===== config.mk =====
export PLATFORM = sky130hd
export DESIGN_NAME = debounce_scheduler
export DESIGN_NICKNAME = d
export VERILOG_FILES = /design/src/rtl/debounce_scheduler.sv
export SDC_FILE = /design/constraint.sdc
export NUM_CORES = 1
export LEC_CHECK = 0
export CAP_MARGIN = 5
export CORE_ASPECT_RATIO = 1.4
export CORE_MARGIN = 2
export CORE_UTILIZATION = 60
export DETAILED_ROUTE_END_ITERATION = 8
export PLACE_DENSITY = 0.79
export SETUP_SLACK_MARGIN = 0.1
export SLEW_MARGIN = 10
export SYNTH_ARGS = -nofsm -noshare
export SYNTH_HDL_FRONTEND = slang
export SYNTH_SLANG_ARGS = --single-unit

===== constraint.sdc =====
create_clock -name clock_100mhz -period 5.45 [get_ports clock_100mhz]
set_input_delay 0.8175 -clock clock_100mhz [delete_from_list [all_inputs] [get_ports clock_100mhz]]
set_output_delay 0.8175 -clock clock_100mhz [all_outputs]
set_load 0.005 [all_outputs]

===== src/rtl/debounce_scheduler.sv =====
// Debounces NUM_BUTTONS raw inputs with one shared settle timer, served round-robin.
// Qualified edges are queued as press/release events in a small first-word-fall-through FIFO.
module debounce_scheduler #(
  parameter int NUM_BUTTONS   = 5,
  parameter int SETTLE_CYCLES = 1000000,
  parameter int FIFO_DEPTH    = 4
) (
  input  logic                           clock_100mhz,
  input  logic                           reset_n,
  input  logic [NUM_BUTTONS-1:0]         raw,
  output logic [NUM_BUTTONS-1:0]         debounced,
  output logic                           event_valid,
  input  logic                           event_ready,
  output logic [$clog2(NUM_BUTTONS)-1:0] event_button,
  output logic                           event_pressed,
  output logic                           overflow,
  output logic                           busy,
  output logic [1:0]                     o_fsm_state
);

  localparam int IW = $clog2(NUM_BUTTONS);
  localparam int CW = $clog2(SETTLE_CYCLES);
  localparam int AW = $clog2(FIFO_DEPTH);

  typedef enum logic [1:0] {
    IDLE   = 2'd0,
    TIMING = 2'd1,
    COMMIT = 2'd2
  } state_t;

  state_t                 r_state;
  state_t                 w_next;
  logic [NUM_BUTTONS-1:0] r_sync1;
  logic [NUM_BUTTONS-1:0] r_rs;
  logic [NUM_BUTTONS-1:0] r_debounced;
  logic [NUM_BUTTONS-1:0] w_m;
  logic [IW-1:0]          r_idx;
  logic [IW-1:0]          r_last_idx;
  logic [IW-1:0]          w_pick;
  logic [IW-1:0]          w_cand;
  logic                   w_found;
  logic [CW-1:0]          r_cnt;
  logic                   w_cnt_clr;
  logic                   w_cnt_inc;
  logic                   w_load_idx;
  logic                   w_commit;

  // FIFO storage: each entry is {button index, pressed}.
  logic [IW:0]            r_mem [FIFO_DEPTH];
  logic [AW-1:0]          r_wr_ptr;
  logic [AW-1:0]          r_rd_ptr;
  logic [AW:0]            r_count;
  logic                   r_overflow;
  logic                   w_full;
  logic                   w_empty;
  logic                   w_pop;
  logic                   w_push_ok;

  assign w_m = r_rs ^ r_debounced;

  // First set bit of the mismatch vector, searching upward from the entry after r_last_idx.
  always_comb begin
    w_pick  = r_last_idx;
    w_found = 1'b0;
    w_cand  = '0;
    for (int i = 1; i <= NUM_BUTTONS; i++) begin
      w_cand = IW'((int'(r_last_idx) + i) % NUM_BUTTONS);
      if (!w_found && w_m[w_cand]) begin
        w_found = 1'b1;
        w_pick  = w_cand;
      end
    end
  end

  always_comb begin
    w_next     = r_state;
    w_cnt_clr  = 1'b0;
    w_cnt_inc  = 1'b0;
    w_load_idx = 1'b0;
    w_commit   = 1'b0;
    case (r_state)
      IDLE: begin
        if (w_m != '0) begin
          w_load_idx = 1'b1;
          w_cnt_clr  = 1'b1;
          w_next     = TIMING;
        end
      end
      TIMING: begin
        if (!w_m[r_idx]) begin
          w_cnt_clr = 1'b1;
          w_next    = IDLE;
        end else if (r_cnt == CW'(SETTLE_CYCLES - 1)) begin
          w_next = COMMIT;
        end else begin
          w_cnt_inc = 1'b1;
        end
      end
      COMMIT: begin
        w_commit = 1'b1;
        w_next   = IDLE;
      end
      default: w_next = IDLE;
    endcase
  end

  always_ff @(posedge clock_100mhz or negedge reset_n) begin
    if (!reset_n) begin
      r_state     <= IDLE;
      r_sync1     <= '0;
      r_rs        <= '0;
      r_debounced <= '0;
      r_idx       <= '0;
      r_last_idx  <= IW'(NUM_BUTTONS - 1);
      r_cnt       <= '0;
    end else begin
      r_state <= w_next;
      r_sync1 <= raw;
      r_rs    <= r_sync1;
      if (w_load_idx) r_idx <= w_pick;
      if (w_cnt_clr) begin
        r_cnt <= '0;
      end else if (w_cnt_inc) begin
        r_cnt <= r_cnt + CW'(1);
      end
      if (w_commit) begin
        r_debounced[r_idx] <= r_rs[r_idx];
        r_last_idx         <= r_idx;
      end
    end
  end

  // Handshake: an event transfers on any edge where event_valid && event_ready;
  // the head entry stays stable while event_valid is high and event_ready is low.
  assign w_full    = (r_count == (AW + 1)'(FIFO_DEPTH));
  assign w_empty   = (r_count == '0);
  assign w_pop     = !w_empty && event_ready;
  assign w_push_ok = w_commit && (!w_full || w_pop);

  always_ff @(posedge clock_100mhz or negedge reset_n) begin
    if (!reset_n) begin
      for (int k = 0; k < FIFO_DEPTH; k++) r_mem[k] <= '0;
      r_wr_ptr   <= '0;
      r_rd_ptr   <= '0;
      r_count    <= '0;
      r_overflow <= 1'b0;
    end else begin
      r_overflow <= w_commit && w_full && !w_pop;
      if (w_push_ok) begin
        r_mem[r_wr_ptr] <= {r_idx, r_rs[r_idx]};
        r_wr_ptr        <= r_wr_ptr + AW'(1);
      end
      if (w_pop) r_rd_ptr <= r_rd_ptr + AW'(1);
      if (w_push_ok && !w_pop) begin
        r_count <= r_count + (AW + 1)'(1);
      end else if (!w_push_ok && w_pop) begin
        r_count <= r_count - (AW + 1)'(1);
      end
    end
  end

  assign debounced     = r_debounced;
  assign event_valid   = !w_empty;
  assign event_button  = r_mem[r_rd_ptr][IW:1];
  assign event_pressed = r_mem[r_rd_ptr][0];
  assign overflow      = r_overflow;
  assign busy          = (r_state != IDLE);
  assign o_fsm_state   = r_state;

endmodule


Yosys cells after proc, flatten, opt, wreduce, memory -nomap -nowiden:

Index checks and enable logic that the tools add are counted.

* word-level logic and storage cells: 125
* flip-flop bits (word level): 67
* input port bits: 8

* divide/modulo/power cells: 5
* reduce and logical (&&, ||, !) cells: 28
* mux-type cells: 48
* bitwise gates (word level): 3
* add/sub/neg operators: 10
* equal/unequal tests: 6
* order comparisons: 10

Operator list (number)
* modulo 32 x 4 -> 32 bit, second input constant: 5
* 2-to-1 mux 20 bit: 2
* less-than comparator 3 x 4 -> 1 bit, second input constant: 6
* binary-select mux 1 bit (select 3 bit): 7
* 2-to-1 mux 3 bit: 7
* adder 20 x 1 -> 20 bit, second input constant: 1
* equality test 20 bit, second input constant: 1
* 2-to-1 mux 1 bit: 19
* bitwise mux 16 bit: 1
* logical AND 1 bit: 12
* 2-to-1 mux 4 bit: 3
* adder 3 x 2 -> 4 bit, second input constant: 2
* adder 3 x 3 -> 4 bit, second input constant: 2
* binary-select mux 4 bit (select 2 bit): 1
* demux 4 bit (select 2 bit): 1
* logical NOT 1 bit: 8
* >= comparator 3 bit, second input constant: 2
* 2-to-1 mux 2 bit: 3
* inverter 2 -> 3 bit: 2
* nonzero test 2 bit: 3
* bitwise mux 5 bit: 1
* nonzero test 5 bit: 1
* bitwise XOR 5 bit: 1
* adder 2 x 1 -> 2 bit, second input constant: 2
* other kinds (17): 17

Depth between registers and ports, before layout:

* depth after elaboration: 17
* mapped depth: 17

Worst setup path before layout:

No wires, ideal clock.

* path kind: reg-to-reg
* start: reg r_last_idx[0]
* end: reg r_idx[2]
* stages on the path, launching flop included: 18
* data arrival time: 3.962 ns
* path slack: 1.364 ns
* clock period less this slack: 4.086 ns
* path buffers: 2
* library setup time: 0.124 ns
* data required time: 5.326 ns
* path through: dfrtp_1 > buf_6 > inv_2 > ha_1 > buf_6 > inv_2 > nor4_2 > a311oi_2 > ha_1 > inv_1 > o211ai_1 > o221ai_1 > a221oi_2 > o2111a_1 > a211oi_4 > or3_1 > o211a_1 > o31a_1

* word-level cells in the longest chain between the ends: 17
* elaborated cells between the ends (all ways): 37
* classes of those cells: add/sub (5); div (5); mux (19); reduce/logical (8)

RTL lines
* start, declared: RTL line 38 `logic [IW-1:0] r_last_idx;`
* start signal, assigned: RTL line 114 `r_last_idx <= IW'(NUM_BUTTONS - 1);`
* start signal, assigned: RTL line 128 `r_last_idx <= r_idx;`
* adder 3 x 1 -> 4 bit: RTL line 67 `w_cand = IW'((int'(r_last_idx) + i) % NUM_BUTTONS);`
* modulo 32 x 4 -> 32 bit: RTL line 67
* binary-select mux 1 bit (select 3 bit): RTL line 68 `if (!w_found && w_m[w_cand]) begin`
* 2-to-1 mux 1 bit (not written as such): RTL line 68
* 2-to-1 mux 1 bit: RTL line 68
* logical NOT 1 bit: RTL line 68
* logical AND 1 bit: RTL line 68
* 2-to-1 mux 1 bit: RTL line 68
* logical NOT 1 bit: RTL line 68
* logical AND 1 bit: RTL line 68
* 2-to-1 mux 1 bit: RTL line 68
* logical NOT 1 bit: RTL line 68
* logical AND 1 bit: RTL line 68
* 2-to-1 mux 1 bit: RTL line 68
* logical NOT 1 bit: RTL line 68
* logical AND 1 bit: RTL line 68
* 2-to-1 mux 3 bit *: RTL line 68
* end signal, assigned: RTL line 120 `if (w_load_idx) r_idx <= w_pick;`
* end, declared: RTL line 37 `logic [IW-1:0] r_idx;`

Mark *: on every way between the ends. The rest lies on a longest branch, timed or not. The select of a mux whose other input is x is not followed.
A chain may end at the register's enable or synchronous reset.

Worst setup path in the final report:

Same ends and word-level chain as after synthesis.

==> results.py <==
metrics = {
    "run_status": {
        "outcome": "finished clean",
    },
    "grt": {
        "grt-ovfl-total": 0,
        "grt_pass1_wl_um": 20200,
        "grt_max_degree": 68,
        "grt_util_all_layers": 0.281,
        "antenna_found_initial": 0,
        "grt_pass1_vias": 4248,
    },
    "critical_path": {
        "cpPeakStageDelay_ns": 0.56,
        "cp_cell_sequence": "inv_2 > ha_1 > ha_1 > nor2_1 > a21oi_4 > xnor2_2 > ha_1 > or2b_1 > a32oi_1 > o211ai_1 > a21o_1 > a221oi_2 > nand4b_1 > o22a_2 > o31a_1",
        "path_delay_family": "compound AO/OA/AOI/OAI gates",
        "worstPathArrival_ns": 4.89,
        "start_kind": "flop",
        "r2r_end": "r_idx[2]",
        "cp_max_fo": 14,
        "reg2reg_depth": 15,
        "cpMostUsedCell": "ha_1",
        "r2r_slack_ns": 0.77,
        "end_kind": "flop",
        "path_buf_inv": 1,
        "critPathKind": "reg2reg",
        "slowest_stage": "dfrtp_1",
        "required_ns": 5.66,
        "rr_startpoint": "r_last_idx[0]",
    },
    "sta": {
        "finalMaxSlewViolations": 0,
        "tns_ns": 0,
        "slew_headroom": 0.219,
        "rsz0062_at_grt": "no",
        "period_share": 0.858,
        "fin_crit_ns": 4.68,
        "tightest_slew_ns": 1.16,
        "fin_skew_ns": 0.00640,
        "fmax_ghz": 0.214,
        "hold_viol_final": 0,
        "setup-violations-final": 0,
    },
    "floorplan": {
        "start_util": 0.622,
        "die-area_sq_um": 9310,
        "fp.dieH_um": 113,
        "core_sq_um": 8250,
        "die_x_um": 82.1,
        "io_pins": 22,
        "num_rows": 39,
    },
    "clock_network": {
        "cts_buffers": 9,
        "cts_root_buf": "clkbuf_16",
        "cts_tree": "yes",
        "cts_setup_buffers": 0,
        "cts_sinks": 67,
        "ctsHoldBuffers": 0,
        "ctsResizeCount": 0,
        "clkTransAtPathRegs_ns": 0.05,
        "insertion_delay_ns": 0.33,
        "clockBufferDepth": 2,
        "htree_levels": 3,
    },
    "pwr": {
        "p_sw_mw": 0.479,
        "ir_drop_mv": 0.305,
        "p_leak_nw": 2.32,
        "clock_power_share": 0.350,
        "p_comb_frac": 0.212,
        "switching_share": 0.324,
        "cellPowerDensity_nw_per_um2": 262,
        "seqPwrFrac": 0.438,
        "p_int_mw": 0.999,
    },
    "finish": {
        "synthToLayoutAreaGrowth_pct": 9.83,
        "design_area_sq_um": 5630,
        "final_util": 0.683,
        "multi_input_area_sq_um": 3250,
        "fill_cells": 627,
        "layout-drive-gt1-share": 0.128,
        "seq_area_sq_um": 1680,
        "fin_cells": 666,
        "antenna_cells": 0,
        "layout.nets": 600,
    },
    "synthesis": {
        "syn_area_sq_um": 5130,
        "synth-seq-cells": 67,
        "synth_cells": 541,
        "ys_types": 89,
        "synth_nets": 582,
        "yosysMostFrequentCell": "dfrtp_1",
        "synth.yosys.seq_area_share": 0.327,
        "yosys.area.top_type": "dfrtp_1",
        "synth_area_leaders": "dfrtp_1, ha_1, xor2_1",
        "synth_ff_type": "dfrtp_1",
        "synth_common_cells": "dfrtp_1, nand2_1, nor2_1",
        "synthArstFlopShare": 1.00,
        "synth_edf_count": 0,
        "yosys.area.top_type_share": 0.322,
        "synth.avg_cell_area_sq_um": 9.48,
        "ys.warnings.count": 0,
    },
    "job": {
        "maxCapViolCount": 0,
    },
    "drt": {
        "via_count": 4333,
        "ant_nets": 0,
        "dr.pass1.iters": 5,
        "wl_per_cell_um": 18.4,
        "vias_per_cell": 6.51,
        "wl_um": 12200,
        "drc": 0,
        "drtIter0Drc": 338,
    },
    "placement": {
        "gp_congestion": 1.03,
        "portBuffers": 21,
        "hpwl_um": 8650,
        "dpl.cell_count": 650,
        "placed_area_sq_um": 5370,
    },
    "min_path": {
        "holdPathStages": 0,
        "min_path_type": "reg2reg",
        "min_to": "r_rs[2]",
        "hp-start": "r_sync1[2]",
    },
}
worst max-delay path by stage:
stage	start	endpoint	cells after the start
2_1_floorplan	r_last_idx[0]	r_idx[2]	17
3_3_place_gp	r_last_idx[1]	r_idx[2]	15
3_5_place_dp	r_last_idx[1]	r_idx[2]	15
4_1_cts	r_last_idx[0]	r_idx[2]	15
5_1_grt	r_last_idx[1]	r_idx[2]	15
6_report	r_last_idx[0]	r_idx[2]	15
through the flow:
| stage | setup WS, ns | hold slack [ns] | total power [mW] |
|---|---|---|---|
| final | 0.775 | 0.343 | 1.48 |
| after detailed placement | 0.875 | 0.337 | 0.964 |
| after global placement | 1.02 | 0.334 | 0.949 |
| after global routing | 0.423 | 0.352 | 1.55 |
| after CTS | 0.859 | 0.344 | 1.48 |
| after floorplan | 1.36 | 0.331 | 0.860 |
final cells by class:
cell class                      count  area share
Clock buffer                       14      0.0451
Sequential cell                    67       0.298
Inverter                           19      0.0135
Tap cell                          102      0.0227
Clock inverter                      2     0.00222
Multi-Input combinational cell    437       0.577
Timing Repair Buffer               25      0.0418
logic make-up (layout without fill, tap and decap cells):
| group | Yosys count | in the layout | synth area share |
|---|---|---|---|
| simple gates | 194 | 194 | 0.192 |
| compound gates | 138 | 138 | 0.200 |
| flops | 67 | 67 | 0.327 |
| xor+xnor | 41 | 41 | 0.0766 |
| buf+inv | 37 | 60 | 0.0393 |
| fa+ha+maj | 33 | 33 | 0.0820 |
| mux | 31 | 31 | 0.0829 |
layer usage:
metal	vias to the layer above	routed length [um]	global-route usage
li1	2036	-	-
met1	2143	5030	0.343
met2	126	6390	0.479
met3	28	452	0.0443
met4	0	350	0.130
met5	-	0	0
sequential cells by signal, summed over array words and instances, names as in the netlist:
name,count
r_mem,16
o_fsm_state,2
debounced,5
r_count,3
r_sync1,5
r_idx,3
r_rs,5
r_rd_ptr,2
overflow,1
r_cnt,20
r_last_idx,3
r_wr_ptr,2
power by group through the flow:
stage               Combinational (mW)  Clock, mW  Sequential (mW)
floorplan                        0.274          0            0.586
global placement                 0.299          0            0.650
detailed placement               0.309          0            0.655
CTS                              0.314      0.522            0.647
global route                     0.349      0.545            0.659
finish                           0.313      0.517            0.648
worst register-to-register path: cells and delay by family (launching register included):
kind	cells	cell delay [ns]
fa+ha+maj	3	1.06
xor+xnor	1	0.27
simple gates	3	0.84
buf+inv	1	0.22
compound gates	7	1.61
flops	1	0.56
layout by cell type, fill, tap and decap left out, types with 5 or more instances in the layout:
master and n:
a21oi_1 19, a211oi_1 5, nand2_1 51, nand2b_1 12
ha_1 32, nand4_1 11, xor2_1 22, clkdlybuf4s50_1 20
o22ai_1 7, nor2b_1 7, o311ai_0 5, nor4_1 6
mux4_2 5, nor2_1 45, mux2_2 16, clkbuf_16 9
and3_1 6, nor3_1 11, dfrtp_1 66, nand3_1 19
xnor2_1 16, inv_1 14, mux2i_1 7, o21ai_0 32
Note: power is estimated with default switching activity, not from simulation.
==> edit, RTL diff (config.mk and constraints unchanged) <==
Make the reset (`reset_n`) synchronous in 2 clocked blocks.
--- a/src/rtl/debounce_scheduler.sv
+++ b/src/rtl/debounce_scheduler.sv
@@ -106,3 +106,3 @@
 
-  always_ff @(posedge clock_100mhz or negedge reset_n) begin
+  always_ff @(posedge clock_100mhz) begin
     if (!reset_n) begin
@@ -139,3 +139,3 @@
 
-  always_ff @(posedge clock_100mhz or negedge reset_n) begin
+  always_ff @(posedge clock_100mhz) begin
     if (!reset_n) begin
Check against the original RTL: differs if reset_n is asserted again (counterexample within 4 cycles, from zero or initial values and one cycle with reset_n low); with reset_n held inactive, the same outputs for 10 cycles.
==> edit against the original RTL <==
  * Power is 16% lower
  * Synthesized cell count is 3.5% higher
  * Highest routed layer unchanged
  * Global-route usage is 1.8 points lower
  * Design area is 4.7% lower
  * Largest cell class unchanged
  * Critical endpoint is now r_idx[1]
  * First-iteration DRC count is 14% lower
  * Sequential cell count is 2 higher
  * Worst setup slack worse by 0.18 ns
  * Cell count is 2.7% higher
  * Wire length is 8.6% lower
  * Non-clock buffer count is 4 higher
  * Area after synthesis is 5.2% lower
==> edit: results (changes against the original RTL) <==
placed_design:
  place.gp.congestion: 0.994  # -3.5%
  dp_hpwl_mm: 8.13  # -6.0%
synth:
  ys_seq_area_frac: 0.317  # -0.0102
  synth.area.top_cells: "dfxtp_1, edfxtp_1, ha_1, xnor2_1, nor2_1"
  synth.distinct_cells: 82  # -7.9%
  synth_edf_count: 16  # +16
  postSynthNetCount: 600  # +3.1%
  synth_common_cells: "dfxtp_1, nor2_1, nand2_1, ha_1, and2_1"
  synth_cells: 560  # +3.5%
clock_network:
  clock-root-buffer: "clkbuf_8"
  clk_latency_ns: 0.35  # +0.02 ns
cells_and_area:
  final_cell_count_no_fill: 684  # +2.7%
  nFillCells: 660  # +5.3%
detailed_routing:
  drt_iter0_drc: 291  # -14%
  routed_wl_mm: 11.2  # -8.6%
min_path:
  worst_hold_startpoint: "r_sync1[4]"
global_routing:
  grt_max_degree: 40  # -41%
  grt_pass1_vias: 4000  # -5.8%
  grt_use_total: 0.263  # -0.0181
sta:
  fin_skew_ns: 0.0131  # +0.00665 ns
status:
  status: "finished clean"
worst_setup_path:
  crit_arrival_ns: 5.10  # +0.21 ns
  slowest_delay_ns: 0.51  # -0.05 ns
  crit_path_max_fanout: 12  # -2
power:
  vdd_drop_max_mv: 0.280  # -8.3%
==> edit: changes by cell type in the layout (fill, tap and decap cells not counted), moves of 10 or more <==
cell      delta
and2_1      +26
dfrtp_1     -66
dfxtp_1     +53
edfxtp_1    +16
mux2_2      -13
o21ai_0     -12
or3_1       +10
xor2_1      -11
==> edit: where the power goes <==
| part | internal [mW] | switching, mW | total (mW) |
|---|---|---|---|
| clock | 0.227 | 0.198 | 0.425 |
| sequential | 0.555 | 0.0389 | 0.594 |
| combinational | 0.125 | 0.0992 | 0.225 |
==> edit: cell families after synthesis <==
family                     Yosys count  share of synthesized area
muxes                               16                     0.0468
DFF                                 69                      0.317
xor gates and xnor gates            36                     0.0679
adders and majority gates           32                     0.0854
AOI/OAI and AO/OA                  131                      0.192
and+or+nand+nor                    230                      0.252
buffers and inverters               46                     0.0386
==> edit: layout make-up <==
class | count | area, µm² | share of cell area
Clock buffer | 10 | 138 | 0.0256
Tap cell | 100 | 125 | 0.0233
Clock inverter | 6 | 67.6 | 0.0126
Sequential cell | 69 | 1540 | 0.287
Timing Repair Buffer | 29 | 270 | 0.0503
Multi-Input combinational cell | 445 | 3130 | 0.584
Inverter | 25 | 93.8 | 0.0175
==> edit: worst paths after layout <==
path         depth (start not counted)        to  slack, ns
max                                 16  r_idx[1]       0.59
min                                  1   r_rs[4]       0.43
max reg2reg                         16  r_idx[1]       0.59
min reg2reg                          1   r_rs[4]       0.43
==> edit: through the flow <==
step           hold WS (ns)  power (mW)
6_report              0.432        1.24
5_1_grt               0.449        1.30
4_1_cts               0.435        1.25
3_5_place_dp          0.419       0.829
3_3_place_gp          0.413       0.821
2_1_floorplan         0.412       0.746
==> edit: routing by layer <==
layer	track usage	routed length, µm	vias to the layer above
li1	-	-	2080
met2	0.430	5440	145
met1	0.343	4850	2000
met3	0.0645	670	21
met5	0	0	-
met4	0.0723	207	0
